$ cat src/rtl/alu_writeback_if.sv
// alu_writeback_if: valid/ready result channel from the ALU into the writeback stage
interface alu_writeback_if #(
  parameter int word_size = 32,
  parameter int reg_addr = 4
);
  logic res_valid;
  logic res_ready;
  logic [2*word_size-1:0] res_data;
  logic [4:0] res_opcode;
  logic [reg_addr-1:0] res_rd;
  modport master (output res_valid, res_data, res_opcode, res_rd, input res_ready);
  modport slave (input res_valid, res_data, res_opcode, res_rd, output res_ready);
endinterface

$ cat src/rtl/alu_writeback.sv
// alu_writeback: retires ALU results as a register-file write or a LO-then-HI update
module alu_writeback #(
  parameter int word_size = 32,
  parameter int reg_addr = 4
) (
  input  logic clk,
  input  logic clr,
  alu_writeback_if.slave res,
  output logic wr_en,
  output logic [reg_addr-1:0] wr_addr,
  output logic [word_size-1:0] wr_data,
  output logic [word_size-1:0] lo_out,
  output logic [word_size-1:0] hi_out,
  output logic done,
  output logic illegal
);
  typedef enum logic [2:0] {IDLE, RD, LO, HI, ERR} state_t;
  state_t state, state_nx;
  logic [word_size-1:0] z_lo, z_hi;
  logic accept, is_long, is_bad;
  assign res.res_ready = clr && state != LO;
  assign accept = res.res_valid && res.res_ready;
  assign is_long = res.res_opcode == 5'd3 || res.res_opcode == 5'd4;
  assign is_bad = res.res_opcode == 5'd0 || res.res_opcode[4];
  // next state: a new accept always wins; LO always advances to HI
  always_comb begin
    state_nx = accept ? (is_bad ? ERR : is_long ? LO : RD) : (state == LO ? HI : IDLE);
    done = state == RD || state == HI || state == ERR;
    illegal = state == ERR;
  end
  // state, captured result, HI/LO and the held register-file write port
  always_ff @(posedge clk or negedge clr) begin
    if (!clr) begin
      state <= IDLE;
      z_lo <= '0;
      z_hi <= '0;
      lo_out <= '0;
      hi_out <= '0;
      wr_en <= 1'b0;
      wr_addr <= '0;
      wr_data <= '0;
    end else begin
      state <= state_nx;
      if (accept) begin
        z_lo <= res.res_data[word_size-1:0];
        z_hi <= res.res_data[2*word_size-1:word_size];
      end
      if (state == LO) lo_out <= z_lo;
      if (state == HI) hi_out <= z_hi;
      wr_en <= accept && !is_bad && !is_long && res.res_rd != '0;
      if (accept && !is_bad && !is_long && res.res_rd != '0) begin
        wr_addr <= res.res_rd;
        wr_data <= res.res_data[word_size-1:0];
      end
    end
  end
endmodule

$ cat src/flat_wrapper.sv
// flat-port wrapper written by rule: the top's interface ports become plain ports
module alu_writeback_flat 
#(
  parameter int word_size = 32,
  parameter int reg_addr = 4
)
  (clk, clr, wr_en, wr_addr, wr_data, lo_out, hi_out, done, illegal, res_res_valid, res_res_data, res_res_opcode, res_res_rd, res_res_ready);
  alu_writeback_if #(.word_size(word_size), .reg_addr(reg_addr)) res_i ();
  input  logic clk;
  input  logic clr;
  output logic wr_en;
  output logic [reg_addr-1:0] wr_addr;
  output logic [word_size-1:0] wr_data;
  output logic [word_size-1:0] lo_out;
  output logic [word_size-1:0] hi_out;
  output logic done;
  output logic illegal;
  input wire logic [$bits(res_i.res_valid)-1:0] res_res_valid;
  input wire logic [$bits(res_i.res_data)-1:0] res_res_data;
  input wire logic [$bits(res_i.res_opcode)-1:0] res_res_opcode;
  input wire logic [$bits(res_i.res_rd)-1:0] res_res_rd;
  output wire logic [$bits(res_i.res_ready)-1:0] res_res_ready;
  assign res_i.res_valid = res_res_valid;
  assign res_i.res_data = res_res_data;
  assign res_i.res_opcode = res_res_opcode;
  assign res_i.res_rd = res_res_rd;
  assign res_res_ready = res_i.res_ready;
  alu_writeback #(.word_size(word_size), .reg_addr(reg_addr)) u_core (.clk(clk), .clr(clr), .res(res_i), .wr_en(wr_en), .wr_addr(wr_addr), .wr_data(wr_data), .lo_out(lo_out), .hi_out(hi_out), .done(done), .illegal(illegal));
endmodule
$ cat config.mk
export PLATFORM = sky130hd
export DESIGN_NAME = alu_writeback_flat
export DESIGN_NICKNAME = d
export VERILOG_FILES = /design/src/rtl/alu_writeback_if.sv /design/src/rtl/alu_writeback.sv /design/src/flat_wrapper.sv
export SDC_FILE = /design/constraint.sdc
export NUM_CORES = 1
export LEC_CHECK = 0
export ABC_AREA = 0
export BUFFER_PORTS_ARGS = -buffer_cell sky130_fd_sc_hd__buf_2
export CORE_ASPECT_RATIO = 1.4
export CORE_MARGIN = 10
export CORE_UTILIZATION = 52
export DETAILED_ROUTE_END_ITERATION = 12
export PLACE_DENSITY = 0.8
export SLEW_MARGIN = 20
export SYNTH_ARGS = -nofsm -noshare
export SYNTH_HDL_FRONTEND = slang
export SYNTH_SLANG_ARGS = --single-unit
$ cat constraint.sdc
create_clock -name clk -period 2 [get_ports clk]
set_input_delay 0.2 -clock clk [delete_from_list [all_inputs] [get_ports clk]]
set_output_delay 0.2 -clock clk [all_outputs]
set_load 0.01 [all_outputs]
==> results of run 1 <==
## worst max-delay path: stages (launching register included)
cell     delay (ns)
dfrtp_1        0.44
nor3b_4        0.28
buf_6          0.32
nor2b_1        0.08
buf_2          0.15
## per-layer routing
metal	GRT usage (%)	vias up	routed length, µm
met5	0	-	0
li1	-	1865	-
met3	5.30	25	808
met4	7.51	0	327
met2	33.3	106	8410
met1	18.1	2042	5420
## flip-flops by register name, indices dropped and copies added, names as in the netlist
signal,cells
u_core.z_hi,32
u_core.z_lo,32
u_core.state,3
u_core.wr_addr,4
u_core.hi_out,32
u_core.lo_out,32
u_core.wr_en,1
u_core.wr_data,32
## synthesized netlist by cell type, types with 2 or more instances
| cell type | count |
|---|---|
| clkbuf_1 | 6 |
| dfrtp_1 | 168 |
| mux2_1 | 4 |
| a22o_1 | 2 |
| buf_2 | 9 |
| nor2_1 | 2 |
| nor3_1 | 2 |
| buf_6 | 4 |
| inv_1 | 3 |
| nand2_1 | 98 |
| nand3_1 | 2 |
| mux2_2 | 126 |
## cell usage in the layout (no fill, tap or decap), types with 2 or more instances in the layout
| master | netlist | final |
|---|---|---|
| buf_4 | 0 | 4 |
| nand2_1 | 98 | 98 |
| clkbuf_8 | 0 | 5 |
| mux2_1 | 4 | 4 |
| clkinvlp_4 | 0 | 2 |
| dfrtp_1 | 168 | 168 |
| buf_12 | 0 | 3 |
| nor2_1 | 2 | 2 |
| buf_2 | 9 | 178 |
| a22o_1 | 2 | 2 |
| buf_6 | 4 | 2 |
| inv_1 | 3 | 3 |
| mux2_2 | 126 | 126 |
| dlygate4sd3_1 | 0 | 5 |
| nand3_1 | 2 | 2 |
| clkinv_2 | 0 | 3 |
| nor3_1 | 2 | 2 |
| clkbuf_16 | 0 | 17 |
## stage by stage
step,util [%],worst slack [ns],instance area [µm²]
after detailed placement,62.2,0.220,7390
after global routing,67.4,0.0147,8010
after global placement,62.2,0.247,7390
after floorplan,-,0.383,6310
final,67.4,0.111,8010
after CTS,67.4,0.0109,8000
## logic make-up (layout without fill, tap and decap cells)
| group | Yosys count | count (layout) | share of synthesized area, % |
|---|---|---|---|
| and+or+nand+nor | 112 | 112 | 7.63 |
| muxes | 130 | 130 | 23.2 |
| buffers and inverters | 22 | 225 | 1.96 |
| DFF | 168 | 168 | 66.6 |
| AOI/OAI and AO/OA | 6 | 6 | 0.654 |
## worst paths after layout
kind                              startpoint                  to  slack [ns]  cells past startpoint
setup / recovery             u_core.state[0]       res_res_ready        0.11                      4
hold reg to reg            u_core.lo_out[24]   u_core.lo_out[24]        0.47                      2
max in group asynchronous                clr   u_core.lo_out[13]        0.79                      3
hold / removal              res_res_data[32]      u_core.z_hi[0]        0.02                      2
setup reg to reg             u_core.state[0]     u_core.state[0]        0.32                      5
min in group asynchronous                clr  u_core.wr_data[19]        0.16                      2
## layout make-up
type | count | area, µm² | area share [%]
Clock buffer | 23 | 498 | 6.22
Clock inverter | 7 | 68.8 | 0.860
Inverter | 3 | 11.3 | 0.141
Multi-Input combinational cell | 248 | 1990 | 24.8
Sequential cell | 168 | 4200 | 52.5
Tap cell | 147 | 184 | 2.30
Timing Repair Buffer | 192 | 1050 | 13.2
## report_power, final
part / internal, mW / switching [mW]
Sequential: 4.40 / 0.523
Clock: 1.86 / 1.25
Combinational: 1.24 / 1.33
## timing repair
action                                  in CTS  in global routing
hold endpoints to repair                    14                  0
resized for setup                            0                  1
hold buffers                                 5                  0
endpoints found under the setup margin       0                  1
==> impl_metrics.tcl, run 1 <==
set metrics [dict create \
    outcome "completed" \
    grt_pass1_wl_um 23900 \
    h-tree-depth 4 \
    synth_top_area_share_pct 66.6 \
    syn-cell-area_mm2 0.00631 \
    hold_ws_ns 0.0168 \
    pin_count 180 \
    synth_edf_count 0 \
    hold_viol_final 0 \
    clk_pin_slew_ns 0.06 \
    final_nets 706 \
    first_pass_iters 6 \
    fmax_mhz 529 \
    synth_area_leaders "dfrtp_1, mux2_2, nand2_1" \
    overflow 0 \
    end_kind "output port" \
    dp_hpwl_um 10900 \
    crit_path_max_fanout 35 \
    fin_crit_ns 1.89 \
    ys_types 24 \
    hold_class "input pin to flop" \
    critPathLaunchType "flop" \
    leakagePower_nw 4.08 \
    portBuffers 179 \
    drcViolationCount 0 \
    cts_setup_buffers 0 \
    fin_crit_sh_pct 94.5 \
    crit_required_ns 1.80 \
    vias 4038 \
    synth_seq_cells 168 \
    initial_core_util_pct 53.2 \
    avgSynthCellArea_um2 14.4 \
    place_inst 753 \
    p_per_area_mw_per_mm2 1320 \
    n_antenna_cell 0 \
    routed_via_density 5.12 \
    die-area_mm2 0.0170 \
    first_global_vias 4573 \
    fin_worst_skew_ns 0.00702 \
    routed_wirelength_um 15000 \
    synth_seq_area_share_pct 66.6 \
    tritoncts "yes" \
    fin_cells 788 \
    rsz0062_at_grt "no" \
    synthToLayoutAreaGrowth_pct 26.8 \
    drive_above_1_share_pct 54.0 \
    fp.dieH_um 150 \
    ant_nets 0 \
    timing.slew.headroom_pct 45.5 \
    clock_path_buffers 2 \
    detail_route.iter0.violations 209 \
    cap_viol_max_count 0 \
    yosys.area.top_type "dfrtp_1" \
    cts_sinks 168 \
    drv_slew 0 \
    coreArea_mm2 0.0119 \
    setup-tns-final_ns 0 \
    worstPathArrival_ns 1.69 \
    peakVddDrop_uv 781 \
    p_total_mw 10.6 \
    die_w_um 113 \
    syn_nets 514 \
    tightestPinTransition_ns 0.818 \
    numCtsBuffers 17 \
    synthArstFlopShare_pct 100 \
    setup_viol 0 \
    grt_start_max_net_pins 159 \
    n_fill_cell 890 \
    antenna_found_initial 0 \
    grt_usage_pct 17.9 \
    rows 47 \
    syn_inst 438 \
    dominantRegCellSynth "dfrtp_1" \
    root_buffer "clkbuf_16" \
    place.gp.congestion 0.782 \
    wire_per_inst_um 19.0 \
    worst-setup-path-type "flop to output port" \
    ys.warnings.count 0 \
    clock_latency_ns 0.42 \
]
Note: power is estimated with default switching activity, not from simulation.
==> run 2: changes to the inputs <==
==> constraint.sdc (replaced) <==
create_clock -name clk -period 2 [get_ports clk]
set_input_delay 0.1 -clock clk [delete_from_list [all_inputs] [get_ports clk]]
set_output_delay 0.1 -clock clk [all_outputs]
set_load 0.01 [all_outputs]
==> run 2 against run 1 <==
  * Worst hold slack better by 0.054 ns
  * Cell count is 8.5% higher
  * Register-to-register slack hardly changed
  * Critical path type unchanged
  * Clock skew is 0.0019 ns higher
  * Count of clock-buffer cells in the layout is 1 lower
  * First-iteration DRC count is 37% higher
==> impl_metrics.tcl, run 2 (synthesis gave the netlist of run 1 again) <==
set metrics [dict create \
    outcome "completed" \
    dp_hpwl_um 11000 \
    detail_route.iter0.violations 286 \
    tightestPinTransition_ns 0.688 \
    cp_slowest_stage_delay_ns 0.44 \
    worst-setup-path-type "flop to output port" \
    setup-tns-final_ns 0 \
    power_frac_seq_pct 45.9 \
    p_int_mw 7.58 \
    routed_via_density 5.15 \
    p_per_area_mw_per_mm2 1240 \
    fin_crit_ns 1.89 \
    n_antenna_cell 0 \
    antenna_found_initial 0 \
    end_kind "output port" \
    rows 47 \
    tritoncts "yes" \
    fin_worst_skew_ns 0.00888 \
    routed_wirelength_um 16400 \
    wire_per_inst_um 19.2 \
    power_frac_clock_pct 28.9 \
    ant_nets 0 \
    worstPathArrival_ns 1.79 \
    die-area_mm2 0.0170 \
    hold_class "input pin to flop" \
    first_pass_iters 4 \
    cp_num_buf_inv 2 \
    grt_start_max_net_pins 67 \
    clk_pin_slew_ns 0.06 \
    worstPathCellList "nor3b_4 > buf_4 > nor2b_1 > buf_2" \
    holdPathStages 3 \
    clock_latency_ns 0.42 \
    crit_family "buffers and inverters" \
    drive_above_1_share_pct 48.7 \
    hold_viol_final 0 \
    final_nets 773 \
    initial_core_util_pct 53.2 \
    crit_required_ns 1.90 \
    cap_viol_max_count 0 \
    portBuffers 179 \
    peakVddDrop_uv 697 \
    critPathLaunchType "flop" \
    p_comb_share_pct 25.2 \
    layout_commonest_cell "buf_2" \
    crit_path_max_fanout 35 \
    grt_pass1_wl_um 26200 \
    fp.dieH_um 150 \
    cts_sinks 168 \
    fin_cells 855 \
    pin_count 180 \
    setup_viol 0 \
    fin_crit_sh_pct 94.6 \
    vias 4400 \
    die_w_um 113 \
    timing.slew.headroom_pct 54.1 \
    crit_cells 4 \
    root_buffer "clkbuf_16" \
    drcViolationCount 0 \
    swShare_pct 29.6 \
    clock_path_buffers 2 \
    synthToLayoutAreaGrowth_pct 37.1 \
    r2r_cells 5 \
    fmax_mhz 529 \
    h-tree-depth 4 \
    coreArea_mm2 0.0119 \
    overflow 0 \
    netSwitchingPower_mw 3.18 \
    n_fill_cell 771 \
    place_inst 755 \
    place.gp.congestion 0.781 \
    rsz0062_at_grt "no" \
    final_cell_mix "buf_2, dfrtp_1, mux2_2" \
    utilization_pct 72.9 \
    leakagePower_nw 4.35 \
    cts_setup_buffers 0 \
    grt_usage_pct 19.6 \
    crit_path_top_delay_cell "dfrtp_1" \
    numCtsBuffers 17 \
    drv_slew 0 \
    first_global_vias 5043 \
]
[run 2: cell count changes in the layout (fill, tap and decap cells not counted)]
cell | previous run | this run
clkbuf_8 | 5 | 1
clkinvlp_4 | 2 | 4
dlygate4sd3_1 | 5 | 70
buf_4 | 4 | 6
clkinv_2 | 3 | 2
clkbuf_1 | 1 | 4
clkinv_4 | 1 | 0
bufinv_16 | 1 | 2
[run 2: path summary, 6_finish.rpt]
path                                        start  slack [ns]                end
max in group asynchronous                     clr        0.47  u_core.lo_out[24]
worst max-delay path              u_core.state[0]        0.11      res_res_ready
min in group asynchronous                     clr        0.37    u_core.z_lo[20]
worst min register to register     u_core.z_lo[3]        0.46   u_core.lo_out[3]
worst min-delay path            res_res_opcode[4]        0.07    u_core.state[2]
worst max register to register    u_core.state[0]        0.32  u_core.wr_data[2]
[run 2: timing repair]
item / CTS / global route
endpoints found under the setup margin: 0 / 1
resized for setup: 0 / 1
hold buffers: 70 / 0
endpoints found under the hold margin: 219 / 0
[run 2: tightest hold or removal path, cell delays in order]
cell and delay [ns]:
buf_2 0.07, a21oi_1 0.10, nor3_1 0.15
[run 2: cell type report]
class	count	area, µm²	area share (%)
Multi-Input combinational cell	248	1990	22.9
Timing Repair Buffer	259	1720	19.9
Tap cell	147	184	2.12
Sequential cell	168	4200	48.5
Inverter	3	11.3	0.130
Clock buffer	22	454	5.24
Clock inverter	8	100	1.16
[run 2: power groups by stage]
stage / Combinational (mW) / Clock (mW) / Sequential (mW)
after detailed placement: 2.63 / 0 / 4.97
after global routing: 2.97 / 3.33 / 5.06
after global placement: 2.53 / 0 / 4.89
after CTS: 2.74 / 3.18 / 4.92
final: 2.71 / 3.11 / 4.94
after floorplan: 0.952 / 0 / 5.27
[run 2: metrics by stage]
stage / hold WS [ns] / area, µm² / setup slack (ns) / power (mW)
6_report: 0.0710 / 8660 / 0.108 / 10.8
5_1_grt: 0.104 / 8660 / 0.00632 / 11.4
4_1_cts: 0.0522 / 8660 / 0.0462 / 10.8
3_5_place_dp: 0.267 / 7400 / 0.323 / 7.60
3_3_place_gp: 0.259 / 7400 / 0.353 / 7.42
2_1_floorplan: -0.196 / 6310 / 0.383 / 6.22
[run 2: metal layers]
metal  routed length (µm)  global-route usage (%)
met1                 5970                    20.3
met2                 8950                    35.0
met3                  825                    5.30
met4                  687                    11.0
met5                    0                       0
